==> src/rtl/riscv_core_reorder_buffer.sv <==
// 32-entry circular reorder buffer: dual in-order allocation, dual writeback fill,
// dual in-order commit and two combinational bypass read ports.
module riscv_core_reorder_buffer (
   input  logic        clk,
   input  logic        reset,
   input  logic        alloc0_req,
   input  logic        alloc1_req,
   input  logic        alloc0_wen,
   input  logic        alloc1_wen,
   input  logic [4:0]  alloc0_waddr,
   input  logic [4:0]  alloc1_waddr,
   output logic [4:0]  alloc0_slot,
   output logic [4:0]  alloc1_slot,
   output logic        rob_full_stall,
   input  logic        fillA_val,
   input  logic        fillB_val,
   input  logic [4:0]  fillA_slot,
   input  logic [4:0]  fillB_slot,
   input  logic [31:0] fillA_data,
   input  logic [31:0] fillB_data,
   output logic        rob_commit_val_1,
   output logic        rob_commit_val_2,
   output logic [4:0]  rob_commit_slot_1,
   output logic [4:0]  rob_commit_slot_2,
   output logic        rob_commit_wen_1,
   output logic        rob_commit_wen_2,
   output logic [4:0]  rob_commit_waddr_1,
   output logic [4:0]  rob_commit_waddr_2,
   output logic [31:0] rob_commit_data_1,
   output logic [31:0] rob_commit_data_2,
   input  logic [4:0]  rob_rd_slot_0,
   input  logic [4:0]  rob_rd_slot_1,
   output logic [31:0] rob_rd_data_0,
   output logic [31:0] rob_rd_data_1
);

   localparam int DEPTH = 32;

   logic [DEPTH-1:0] valid;
   logic [DEPTH-1:0] pending;
   logic             wen_mem   [DEPTH];
   logic [4:0]       waddr_mem [DEPTH];
   logic [31:0]      data_mem  [DEPTH];

   logic [4:0] head;
   logic [4:0] tail;
   logic [5:0] count;
   logic [4:0] head_plus1;
   logic       accept0;
   logic       accept1;
   logic [1:0] num_alloc;
   logic [1:0] num_commit;
   logic       fill_a_hit;
   logic       fill_b_hit;

   assign rob_full_stall = (count > 6'd30);
   assign accept0        = alloc0_req && !rob_full_stall;
   assign accept1        = alloc1_req && !rob_full_stall;
   assign alloc0_slot    = tail;
   assign alloc1_slot    = alloc0_req ? tail + 5'd1 : tail;

   assign head_plus1       = head + 5'd1;
   assign rob_commit_val_1 = valid[head] && !pending[head];
   assign rob_commit_val_2 = rob_commit_val_1 && valid[head_plus1] && !pending[head_plus1];

   assign rob_commit_slot_1  = rob_commit_val_1 ? head               : 5'd0;
   assign rob_commit_wen_1   = rob_commit_val_1 ? wen_mem[head]      : 1'b0;
   assign rob_commit_waddr_1 = rob_commit_val_1 ? waddr_mem[head]    : 5'd0;
   assign rob_commit_data_1  = rob_commit_val_1 ? data_mem[head]     : 32'd0;
   assign rob_commit_slot_2  = rob_commit_val_2 ? head_plus1           : 5'd0;
   assign rob_commit_wen_2   = rob_commit_val_2 ? wen_mem[head_plus1]   : 1'b0;
   assign rob_commit_waddr_2 = rob_commit_val_2 ? waddr_mem[head_plus1] : 5'd0;
   assign rob_commit_data_2  = rob_commit_val_2 ? data_mem[head_plus1]  : 32'd0;

   assign rob_rd_data_0 = data_mem[rob_rd_slot_0];
   assign rob_rd_data_1 = data_mem[rob_rd_slot_1];

   assign num_alloc  = {1'b0, accept0} + {1'b0, accept1};
   assign num_commit = {1'b0, rob_commit_val_1} + {1'b0, rob_commit_val_2};

   // Fills only land on live entries; a stale slot number from a flushed op is dropped.
   assign fill_a_hit = fillA_val && valid[fillA_slot];
   assign fill_b_hit = fillB_val && valid[fillB_slot];

   // NOTE: all state uses non-blocking assignments so every read in this block sees
   // the pre-edge values, letting fill, commit and alloc be written independently.
   always_ff @(posedge clk) begin
      if (reset) begin
         head    <= 5'd0;
         tail    <= 5'd0;
         count   <= 6'd0;
         valid   <= '0;
         pending <= '0;
      end else begin
         if (fill_b_hit) pending[fillB_slot] <= 1'b0;
         if (fill_a_hit) pending[fillA_slot] <= 1'b0;
         if (rob_commit_val_1) valid[head]       <= 1'b0;
         if (rob_commit_val_2) valid[head_plus1] <= 1'b0;
         if (accept0) begin
            valid[alloc0_slot]   <= 1'b1;
            pending[alloc0_slot] <= 1'b1;
         end
         if (accept1) begin
            valid[alloc1_slot]   <= 1'b1;
            pending[alloc1_slot] <= 1'b1;
         end
         head  <= head + {3'b000, num_commit};
         tail  <= tail + {3'b000, num_alloc};
         count <= count + {4'b0000, num_alloc} - {4'b0000, num_commit};
      end
   end

   // NOTE: the payload arrays are deliberately not reset; valid/pending gate every use,
   // and leaving them reset-free keeps them mappable to plain RAM.
   always_ff @(posedge clk) begin
      if (!reset) begin
         if (accept0) begin
            wen_mem[alloc0_slot]   <= alloc0_wen;
            waddr_mem[alloc0_slot] <= alloc0_waddr;
         end
         if (accept1) begin
            wen_mem[alloc1_slot]   <= alloc1_wen;
            waddr_mem[alloc1_slot] <= alloc1_waddr;
         end
         // Pipeline A is written last so it wins a same-slot collision.
         if (fill_b_hit) data_mem[fillB_slot] <= fillB_data;
         if (fill_a_hit) data_mem[fillA_slot] <= fillA_data;
      end
   end

endmodule

==> config.mk <==
export PLATFORM = sky130hd
export DESIGN_NAME = riscv_core_reorder_buffer
export DESIGN_NICKNAME = d
export VERILOG_FILES = /design/src/rtl/riscv_core_reorder_buffer.sv
export SDC_FILE = /design/constraint.sdc
export NUM_CORES = 2
export LEC_CHECK = 0
export BUFFER_PORTS_ARGS = -buffer_cell sky130_fd_sc_hd__buf_2
export CAP_MARGIN = 25
export CORE_MARGIN = 3
export CORE_UTILIZATION = 35
export DETAILED_ROUTE_END_ITERATION = 6
export GPL_TIMING_DRIVEN = 0
export PLACE_DENSITY = 0.62
export REMOVE_ABC_BUFFERS = 1
export SETUP_SLACK_MARGIN = 0.5
export SLEW_MARGIN = 5
export SYNTH_ARGS = -nofsm -noshare
export SYNTH_HDL_FRONTEND = slang
export SYNTH_SLANG_ARGS = --single-unit
==> constraint.sdc <==
create_clock -name clk -period 5.6 [get_ports clk]
set_clock_uncertainty 0.2 [all_clocks]
set_input_delay 0.56 -clock clk [delete_from_list [all_inputs] [get_ports clk]]
set_output_delay 0.56 -clock clk [all_outputs]
set_load 0.02 [all_outputs]
==> run metrics <==
Pwr Total=0.03266 W; crit path DAT=4.43 ns; PnR worst setup slack=a little over 0.4 ns; Setup Crit Path Kind=flip-flop to primary output; min cycle time layout=just over 5 ns; Final setup viols=0; largest net degree at the start of global routing=85; grt total ovfl=0; area grow syn2layout=17.19%; Hold/Removal Path Class=input pin to flip-flop; Routed Antenna Nets=0; leak pwr=~34 nW; Yosys warnings=0; Detailed Routing Iterations Pass 1=7; GPL Wtd Cong=between 0.8 and 0.9; Die Y-Extent=520.9 microns; final slew viol count=0; Avg Cell Area, Syn=16.11 sq um; Max rail drop VDD=slightly above 0.0003 V; Hold Vio Cnt, Final=0; drt initial violations=~11000; Flop pwr share=around a third; fin nets=5952; cell-internal power=about 0.022 W; Switching Share=approximately 33%; Worst R2R Path Depth=29; number of synthesized flops with an enable pin=~1200; worst min-delay path startpoint=reset; most frequent CP cell=nand4_1; r2r endpoint=valid[25]; sw power=about 0.011 W; Die Area=roughly 270000 sq um; clk_lat worst skew=a little over 0.8 ns; Power Density=~300 nW/um^2; Peak Freq=a little under 200 MHz; CTS root buffer=clkbuf_16; TritonCTS clock tree=yes; DP Worst Slack=-0.5271 ns; Synth Flop Type=edfxtp_1; Worst EP required=a little under 5 ns; final WL=just under 400000 microns; # H-tree levels=4; Total GRT Usage=between 20% and 30%; DRC=4; worst hold endpoint=count[3]; Worst-Margin Slew=between 1 and 1.5 ns; Row Count=~190; clock sink count=approximately 1300; core area=263000 sq um; worst-path cell chain=clkinvlp_4 > ha_4 > buf_6 > or3b_2 > nand4_1 > nand4_1 > a22oi_2 > nand4_1 > clkbuf_16 > buf_6 > buf_8 > a21oi_2 > buf_2; asr flop ratio synth=0%; Crit-path slowest cell=or3b_2; worst-path fanout max=11; Cell variety after synth=78; failing checks=design-rule violations; Slew headroom=between 20% and 30%; Mapped Area=approximately 93000 sq um; unrepaired setup endpoints after global routing=true; vias in the first global route=~66000; crit start category=flip-flop; post-DR wirelength/cell=about 41 microns; Clk pwr share=30.6%; sequential share of the synthesized area=roughly 41%; reg2reg start=head[0]; via count=67450; CTS buffer count=150; Hold Path Depth=2; clk buf depth=3; status=finished with violations; initial antenna violation count=52; Initial Util=35.28%; max_cap viols=0; synthesized flop and latch total=1296; Die W=approximately 520 microns; first-pass GRT wire length=between 500000 and 600000 microns; layout cell share with drive strength beyond 1=roughly three fifths; Via density=7.103; Gate Count Post-Synth=roughly 5800; Clock transition at path regs=0.06 ns; Logic pwr share=a little over a third; hpwl dp=259500 microns; IO Port Bufs=approximately 260; I/O pins=between 200 and 300; CP max stage delay=approximately 0.46 ns; Tcrit/Tclk final=92.72%; Critical Path End Type=primary output; internal reg-to-reg setup slack=roughly 0.45 ns
[worst max path at each step]
| stage | start | endpoint | slack [ns] |
|---|---|---|---|
| CTS | head[1] | rob_commit_data_2[23] | 0.52 |
| floorplan | head[0] | count[5] | -35.50 |
| global placement | head[0] | rob_commit_data_2[26] | -63.61 |
| global route | head[0] | valid[25] | 0.46 |
| detailed placement | head[1] | count[5] | -0.53 |
| finish | head[0] | rob_commit_data_2[30] | 0.41 |
[cell usage after synthesis (17+ instances only)]
library cell / n / area, sq um
mux4_2: 1339 / 30160
mux2_2: 1267 / 14270
edfxtp_1: 1216 / 36520
clkbuf_1: 456 / 1712
o22ai_1: 176 / 1101
buf_2: 159 / 795.8
nand2_1: 144 / 540.5
nor2_1: 123 / 461.7
buf_1: 97 / 364.1
dfxtp_1: 80 / 1602
inv_1: 72 / 270.3
a21oi_1: 61 / 305.3
or4_1: 43 / 322.8
nor2b_1: 39 / 244.0
nor3_1: 28 / 140.1
o221ai_1: 28 / 245.2
nand4_1: 27 / 168.9
o21bai_1: 26 / 195.2
nand3b_1: 23 / 172.7
ha_1: 22 / 275.3
o21ai_0: 22 / 110.1
or3b_2: 21 / 183.9
nand3_1: 20 / 100.1
buf_6: 19 / 214.0
nor3_2: 18 / 180.2
buf_4: 17 / 127.6
o311ai_0: 17 / 148.9
[per-layer routing]
metal / up-vias / global-route usage [%] / share of wire, % / routed length, microns
met2: 6401 / 40.93 / 44 / 168800
li1: 24660 / - / - / -
met1: 35010 / 35.03 / 34 / 130700
met4: 22 / 15.87 / 7.0 / 26920
met3: 1364 / 9.991 / 15 / 58160
met5: - / 0.1580 / 0.10 / 390
[kinds of logic after synthesis]
family	after synthesis	synth area share, %
AOI/OAI and AO/OA	404	2.891
xor gates and xnor gates	19	0.1794
adders and majority gates	26	0.3830
buffers and inverters	830	3.884
DFF	1296	41.08
muxes	2638	48.33
and+or+nand+nor	546	3.254
[cell type report]
type / count / area [sq um]
clock inverters: 75 / 753.2
repair buffers: 665 / 8984
fillers: 23470 / 154200
flip-flops and latches: 1296 / 38140
clock buffers: 199 / 4053
well taps: 3515 / 4398
inverters: 74 / 290.3
multi-input cells: 3637 / 52030
diodes: 36 / 90.09
[worst max-delay path, delay by kind of cell (launching register included)]
family / cells / cell delay [ns]
buffers and inverters: 6 / 1.16
flip-flops: 1 / 0.44
AND/OR/NAND/NOR: 4 / 1.05
AO/OA/AOI/OAI: 2 / 0.59
adder cells (fa/ha/maj): 1 / 0.33
[sequential cells by signal (all words and copies together), names as in the netlist]
| signal | cells |
|---|---|
| data_mem | 1024 |
| waddr_mem | 160 |
| pending | 32 |
| valid | 32 |
| wen_mem | 32 |
| count | 6 |
| alloc0_slot | 5 |
| head | 5 |
[timing repair]
action                                 CTS  global route
endpoints found under the hold margin    2             0
setup buffers                           55            15
pin swaps                               15            14
hold buffers                             2             0
setup endpoints to repair               98            35
gates resized for setup                 60            19
gates cloned                            12             3
[cell usage in the layout, fill, tap and decap left out, drive strengths merged, types with 39 or more instances in the layout]
cell type  Yosys  final
inv           73     77
o22ai        176    176
nor2b         39     39
a21oi         61     61
or4           44     44
clkbuf       457    204
nor3          49     49
mux4        1343   1343
edfxtp      1216   1216
mux2        1280   1280
nor2         123    123
buf          299    650
nand2        150    151
dfxtp         80     80
clkinv         1     55
[power groups by stage]
stage	registers [W]	clock network [W]	logic, W
global placement	0.0114	0	0.00850
detailed placement	0.0110	0	0.0107
floorplan	0.0114	0	0.00700
CTS	0.0108	0.0100	0.0115
finish	0.0108	0.0100	0.0119
global route	0.0108	0.0104	0.0123
[per-stage QoR]
step	hold slack, ns	std cells	util (%)	instance area (sq um)	TNS, ns
floorplan	0.2779	5003	-	89450	-3865.97
global placement	0.2991	8782	36.19	95170	-
detailed placement	0.3123	9099	38.96	102500	-4.621
CTS	0.02583	9442	41.20	108400	0
global route	0.08843	9473	41.32	108700	0
finish	0.07031	9497	41.35	108700	0
No activity file was read; power rests on OpenSTA's default activity.
